==> src/rtl/cpu_pkg.sv <==
// cpu_pkg: shared types and defaults for the CPU front end.
package cpu_pkg;
  typedef enum logic {IDLE, RUN} fetch_state_t;
  localparam int INST_W_DEF = 32;
  localparam int ADDR_W_DEF = 32;
  localparam logic [31:0] NOP_INST = 32'h0;
endpackage

==> src/rtl/fetch_queue.sv <==
// fetch_queue: synchronous circular FIFO with push, pop, clear and occupancy count.
module fetch_queue #(
  parameter int WIDTH = 64,
  parameter int DEPTH = 4,
  localparam int AW = $clog2(DEPTH)
) (
  input  logic             clk_i,
  input  logic             rst_n_i,
  input  logic             push_i,
  input  logic             pop_i,
  input  logic             clear_i,
  input  logic [WIDTH-1:0] data_i,
  output logic [WIDTH-1:0] data_o,
  output logic [AW:0]      count_o
);
  logic [WIDTH-1:0] mem_q [DEPTH];
  logic [WIDTH-1:0] mem_d [DEPTH];
  logic [AW-1:0] wptr_q, wptr_d, rptr_q, rptr_d;
  logic [AW:0] count_q, count_d;
  always_comb begin
    mem_d = mem_q;
    if (push_i && !clear_i) mem_d[wptr_q] = data_i;
    wptr_d = clear_i ? '0 : wptr_q + AW'(push_i);
    rptr_d = clear_i ? '0 : rptr_q + AW'(pop_i);
    count_d = clear_i ? '0 : count_q + (AW+1)'(push_i) - (AW+1)'(pop_i);
  end
  // Storage is reset so the head reads as zero straight out of reset.
  always_ff @(posedge clk_i or negedge rst_n_i) begin
    if (!rst_n_i) begin
      for (int i = 0; i < DEPTH; i++) mem_q[i] <= '0;
      wptr_q <= '0;
      rptr_q <= '0;
      count_q <= '0;
    end else begin
      mem_q <= mem_d;
      wptr_q <= wptr_d;
      rptr_q <= rptr_d;
      count_q <= count_d;
    end
  end
  assign data_o = mem_q[rptr_q];
  assign count_o = count_q;
endmodule

==> src/rtl/fetch_unit.sv <==
// fetch_unit: PC register, prefetch queue and valid/ready handshake toward decode.
module fetch_unit import cpu_pkg::*; #(
  parameter int ADDR_W = ADDR_W_DEF,
  parameter int INST_W = INST_W_DEF,
  parameter int DEPTH = 4,
  parameter logic [ADDR_W-1:0] RESET_PC = '0,
  localparam int CW = $clog2(DEPTH) + 1
) (
  input  logic              clk_i,
  input  logic              rst_n_i,
  input  logic              start_i,
  output logic [ADDR_W-1:0] imem_addr_o,
  output logic              imem_req_o,
  input  logic [INST_W-1:0] imem_inst_i,
  input  logic              redirect_i,
  input  logic [ADDR_W-1:0] redirect_pc_i,
  output logic              ifid_valid_o,
  output logic [INST_W-1:0] ifid_inst_o,
  output logic [ADDR_W-1:0] ifid_pc4_o,
  input  logic              ifid_ready_i,
  output logic [CW-1:0]     count_o
);
  fetch_state_t state_q, state_d;
  logic [ADDR_W-1:0] pc_q, pc_d, pc4;
  logic run, deq, pop, clear;
  logic unused_pc_bits;
  always_ff @(posedge clk_i or negedge rst_n_i) begin
    if (!rst_n_i) begin
      state_q <= IDLE;
      pc_q <= RESET_PC;
    end else begin
      state_q <= state_d;
      pc_q <= pc_d;
    end
  end
  always_comb begin
    state_d = start_i ? RUN : IDLE;
  end
  // Redirect outranks everything; in IDLE it only moves the PC.
  always_comb begin
    run = state_q == RUN;
    pc4 = pc_q + ADDR_W'(4);
    deq = ifid_valid_o & ifid_ready_i;
    pop = deq & ~redirect_i;
    clear = redirect_i & run;
    imem_req_o = run & start_i & ~redirect_i & ((count_o < CW'(DEPTH)) | deq);
    pc_d = redirect_i ? {redirect_pc_i[ADDR_W-1:2], 2'b00} : imem_req_o ? pc4 : pc_q;
  end
  fetch_queue #(.WIDTH(INST_W + ADDR_W), .DEPTH(DEPTH)) u_queue (
    .clk_i   (clk_i),
    .rst_n_i (rst_n_i),
    .push_i  (imem_req_o),
    .pop_i   (pop),
    .clear_i (clear),
    .data_i  ({imem_inst_i, pc4}),
    .data_o  ({ifid_inst_o, ifid_pc4_o}),
    .count_o (count_o)
  );
  assign imem_addr_o = pc_q;
  assign ifid_valid_o = count_o != '0;
  assign unused_pc_bits = ^redirect_pc_i[1:0];
endmodule

==> config.mk <==
export PLATFORM = sky130hd
export DESIGN_NAME = fetch_unit
export DESIGN_NICKNAME = d
export VERILOG_FILES = /design/src/rtl/cpu_pkg.sv /design/src/rtl/fetch_queue.sv /design/src/rtl/fetch_unit.sv
export SDC_FILE = /design/constraint.sdc
export NUM_CORES = 1
export LEC_CHECK = 0
export CORE_MARGIN = 3
export CORE_UTILIZATION = 51
export DETAILED_ROUTE_END_ITERATION = 12
export PLACE_DENSITY_LB_ADDON = 0.05
export SLEW_MARGIN = 30
export SYNTH_ARGS = -nofsm -noshare
export SYNTH_HDL_FRONTEND = slang
export SYNTH_SLANG_ARGS = --single-unit
==> constraint.sdc <==
create_clock -name clk_i -period 3 [get_ports clk_i]
set_input_delay 0.6 -clock clk_i [delete_from_list [all_inputs] [get_ports clk_i]]
set_output_delay 0.6 -clock clk_i [all_outputs]
set_load 0.02 [all_outputs]
==> metrics.log <==
[metrics] per-cell routed wire length: between 15 and 20 microns
[metrics] class of the worst hold path: in2async
[metrics] Clock transition at path regs: 0.06 ns
[metrics] wire length of the first global-routing pass: between 40000 and 50000 microns
[metrics] hold buffers post-CTS: 0
[metrics] placed cell area: roughly 0.015 sq mm
[metrics] Netlist Area Pre-Place: ~0.013 sq mm
[metrics] Period minus WS final: around 2.9 ns
[metrics] Core Rows: 57
[metrics] worst hold slack: about 0.024 ns
[metrics] count of warnings emitted by yosys: 0
[metrics] H-tree Lvls: 1
[metrics] unrepaired setup endpoints after global routing: false
[metrics] Post-Syn Instances: roughly 1000
[metrics] Core ar.: 0.0247 sq mm
[metrics] data required time of the worst path: 2.40 ns
[metrics] vias post-DR: ~8500
[metrics] initial antenna violation count: 0
[metrics] period utilisation layout: between 90 and 100%
[metrics] HPWL after DPL: between 15000 and 20000 microns
[metrics] max-capacitance violation count: 0
[metrics] pin slew with the least headroom to its limit: 0.597 ns
[metrics] clock tree from TritonCTS: yes
[metrics] number of hold-slack violations in the final timing report: 0
[metrics] antenna diode instance count: 0
[metrics] met2 track demand over resource: 32.2%
[metrics] number of global-route vias before repair: ~8800
[metrics] leakage power figure: a little over 7 nW
[metrics] Port Buffers: 163
[metrics] height of the die: roughly 170 microns
[metrics] buffers from clock root to sink, at most: 3
[metrics] Sw Ratio: between 30% and 40%
[metrics] Design Power: roughly 0.016 W
[metrics] tightest slew margin relative to the limit: around three fifths
[metrics] design area: 0.0163 sq mm
[metrics] flop and latch count out of synthesis: 286
[metrics] overall die area: around 0.027 sq mm
[metrics] number of max-slew violations in the final report: 0
[metrics] Die X-Extent: 166 microns
[metrics] share of layout cells above drive strength 1: 24.0%
[metrics] Initial Util: 52.7%
[metrics] clock network fraction of design power: 23.4%
[metrics] final core area utilization: around 66%
[metrics] count of TritonRoute iterations in the first routing pass: 5
[metrics] GRT met1 Usage: a little under a third
[metrics] CTS Root Cell: clkbuf_16
[metrics] maximum clock skew at final layout: 0.0148 ns
[metrics] growth of design area from synthesis to finish: 25.0%
[metrics] Gate power share: between 30% and 40%
[metrics] critical path launch point type: flip-flop
[metrics] overall track demand over capacity in global routing: 20.8%
[metrics] Avg Cell Area, Syn: between 10 and 15 sq um
[metrics] Starting DRT DRC Count: 426
[metrics] clock latency on the worst-skew pair: about 0.55 ns
[metrics] worst-case vdd ir drop: 0.574 mV
[metrics] largest fanout of any net on the critical path: 8
[metrics] share of power burned in registers: 37.3%
[metrics] total negative slack: 0 ns
[metrics] number of vias per cell after detailed routing: around 5.5
[metrics] total of endpoints with negative setup slack in the final report: 0
[metrics] worst path arrival time: 2.34 ns
[metrics] final antenna-violating net count: 0
[metrics] distinct cell type count after synthesis: 38
[metrics] number of nets in the final layout: approximately 1300
[metrics] total number of clock tree sinks: approximately 290
[metrics] final wirelength: 28400 microns
[metrics] number of top-level design ports: 170
[metrics] cell-internal power: between 0.01 and 0.015 W
[metrics] share of synthesized area occupied by flip-flops and latches: a little under three fifths
[metrics] Remaining Overflow, GRT: 0
[metrics] kind of critical path: reg2out
[metrics] routability cong.: 0.827
[metrics] endpoint kind of the worst setup timing path: output port
[metrics] largest net degree at the start of global routing: a little under 80
[metrics] Peak Freq: around 340 MHz
[metrics] total DRC errors in the routed layout: 0
[metrics] gr busiest metal: met2
[metrics] power density normalized to cell area: about 1000 mW/mm^2
[metrics] net switching component of the power: between 0.005 and 0.006 W
[metrics] result of the run: complete, no violations
[metrics] clock buffers created by TritonCTS: 30
[metrics] met3 Use GR: 3.36%
[metrics] commonest non-fill, non-tap cells in the layout: dfrtp_1, mux2_2, nor2_1
[metrics] most common cell after layout, fill and taps aside: dfrtp_1
==> power by group through the flow <==
| stage | Clock, W | Sequential, W | Combinational [W] |
|---|---|---|---|
| finish | 0.00369 | 0.00590 | 0.00621 |
| global route | 0.00395 | 0.00607 | 0.00670 |
| CTS | 0.00379 | 0.00590 | 0.00636 |
| detailed placement | 0 | 0.00601 | 0.00657 |
| global placement | 0 | 0.00597 | 0.00648 |
| floorplan | 0 | 0.00577 | 0.00404 |
==> per-layer routing <==
metal,vias to the layer above,part of all wire (%)
li1,4019,-
met1,4247,49
met2,194,45
met3,31,4.5
met4,0,1.6
met5,-,0
==> sequential cells by signal (all words and copies together), names as in the netlist <==
register and flops:
imem_addr_o 30, run 1, u_queue.count_o 3, u_queue.mem_q 248
u_queue.rptr_q 2, u_queue.wptr_q 2
==> worst paths after layout <==
check	cells past startpoint	start	end	slack, ns
max	4	u_queue.rptr_q[0]	ifid_inst_o[1]	0.06
min	1	rst_n_i	u_queue.mem_q[243]	0.02
max reg2reg	6	imem_addr_o[3]	u_queue.mem_q[82]	0.56
min reg2reg	1	u_queue.mem_q[41]	u_queue.mem_q[41]	0.48
max in group asynchronous	2	rst_n_i	u_queue.rptr_q[0]	2.09
min in group clk_i	2	redirect_i	u_queue.count_o[2]	0.44
==> cell type report <==
cell class | count | area (sq um)
Clock buffer | 47 | 946
Fill cell | 1902 | 8410
Tap cell | 324 | 405
Timing Repair Buffer | 205 | 2150
Sequential cell | 286 | 7160
Multi-Input combinational cell | 672 | 5500
Inverter | 9 | 33.8
Clock inverter | 8 | 65.1
==> worst max-delay path: stages, from the launching register on <==
cell             delay (ns)
dfrtp_4                0.45
buf_12                 0.15
buf_12                 0.14
mux4_2                 0.49
clkdlybuf4s50_1        0.55
==> cell usage after synthesis, drive strengths merged <==
master  instances  area [sq um]
and2            5          31.3
or4             3          22.5
mux2i           5          50.1
nand3          17          90.1
xor2           27           236
and3b           1          8.76
nand4          12          90.1
and3            3          18.8
or2             1          6.26
ha              5          62.6
mux4           62          1400
nor4           11           103
nor2          124           465
conb            1          3.75
clkbuf         34           128
and4            2          17.5
nand2          55           206
mux2          132          1490
fa              1          20.0
inv             9          33.8
or3             5          31.3
nor3           14          75.1
dfrtp         286          7160
o21ai          30           150
nor4b           2          17.5
a21oi         116           581
nor2b           1          6.26
buf            43           218
xnor2          34           298
==> through the flow <==
stage	instances	setup WS [ns]
3_5_place_dp	1492	0.152
3_3_place_gp	1492	0.211
2_1_floorplan	1044	0.324
5_1_grt	1551	0.00253
6_report	1551	0.0565
4_1_cts	1551	0.0000813
==> kinds of logic (layout without fill, tap and decap cells) <==
logic type / Yosys count / count (layout) / synth area share (%)
AO/OA/AOI/OAI: 146 / 146 / 5.62
AND/OR/NAND/NOR: 256 / 256 / 9.15
adder cells (fa/ha/maj): 6 / 6 / 0.635
other: 1 / 4 / 0.0288
buffers and inverters: 86 / 269 / 2.91
multiplexers: 199 / 199 / 22.5
flip-flops: 286 / 286 / 55.0
XOR/XNOR: 61 / 61 / 4.11
==> repair_timing <==
item | CTS | global route
buffers inserted | 4 | 0
setup endpoints to repair | 56 | 15
resized for setup | 41 | 15
hold endpoints to repair | 0 | 0
No activity file was read; power rests on OpenSTA's default activity.
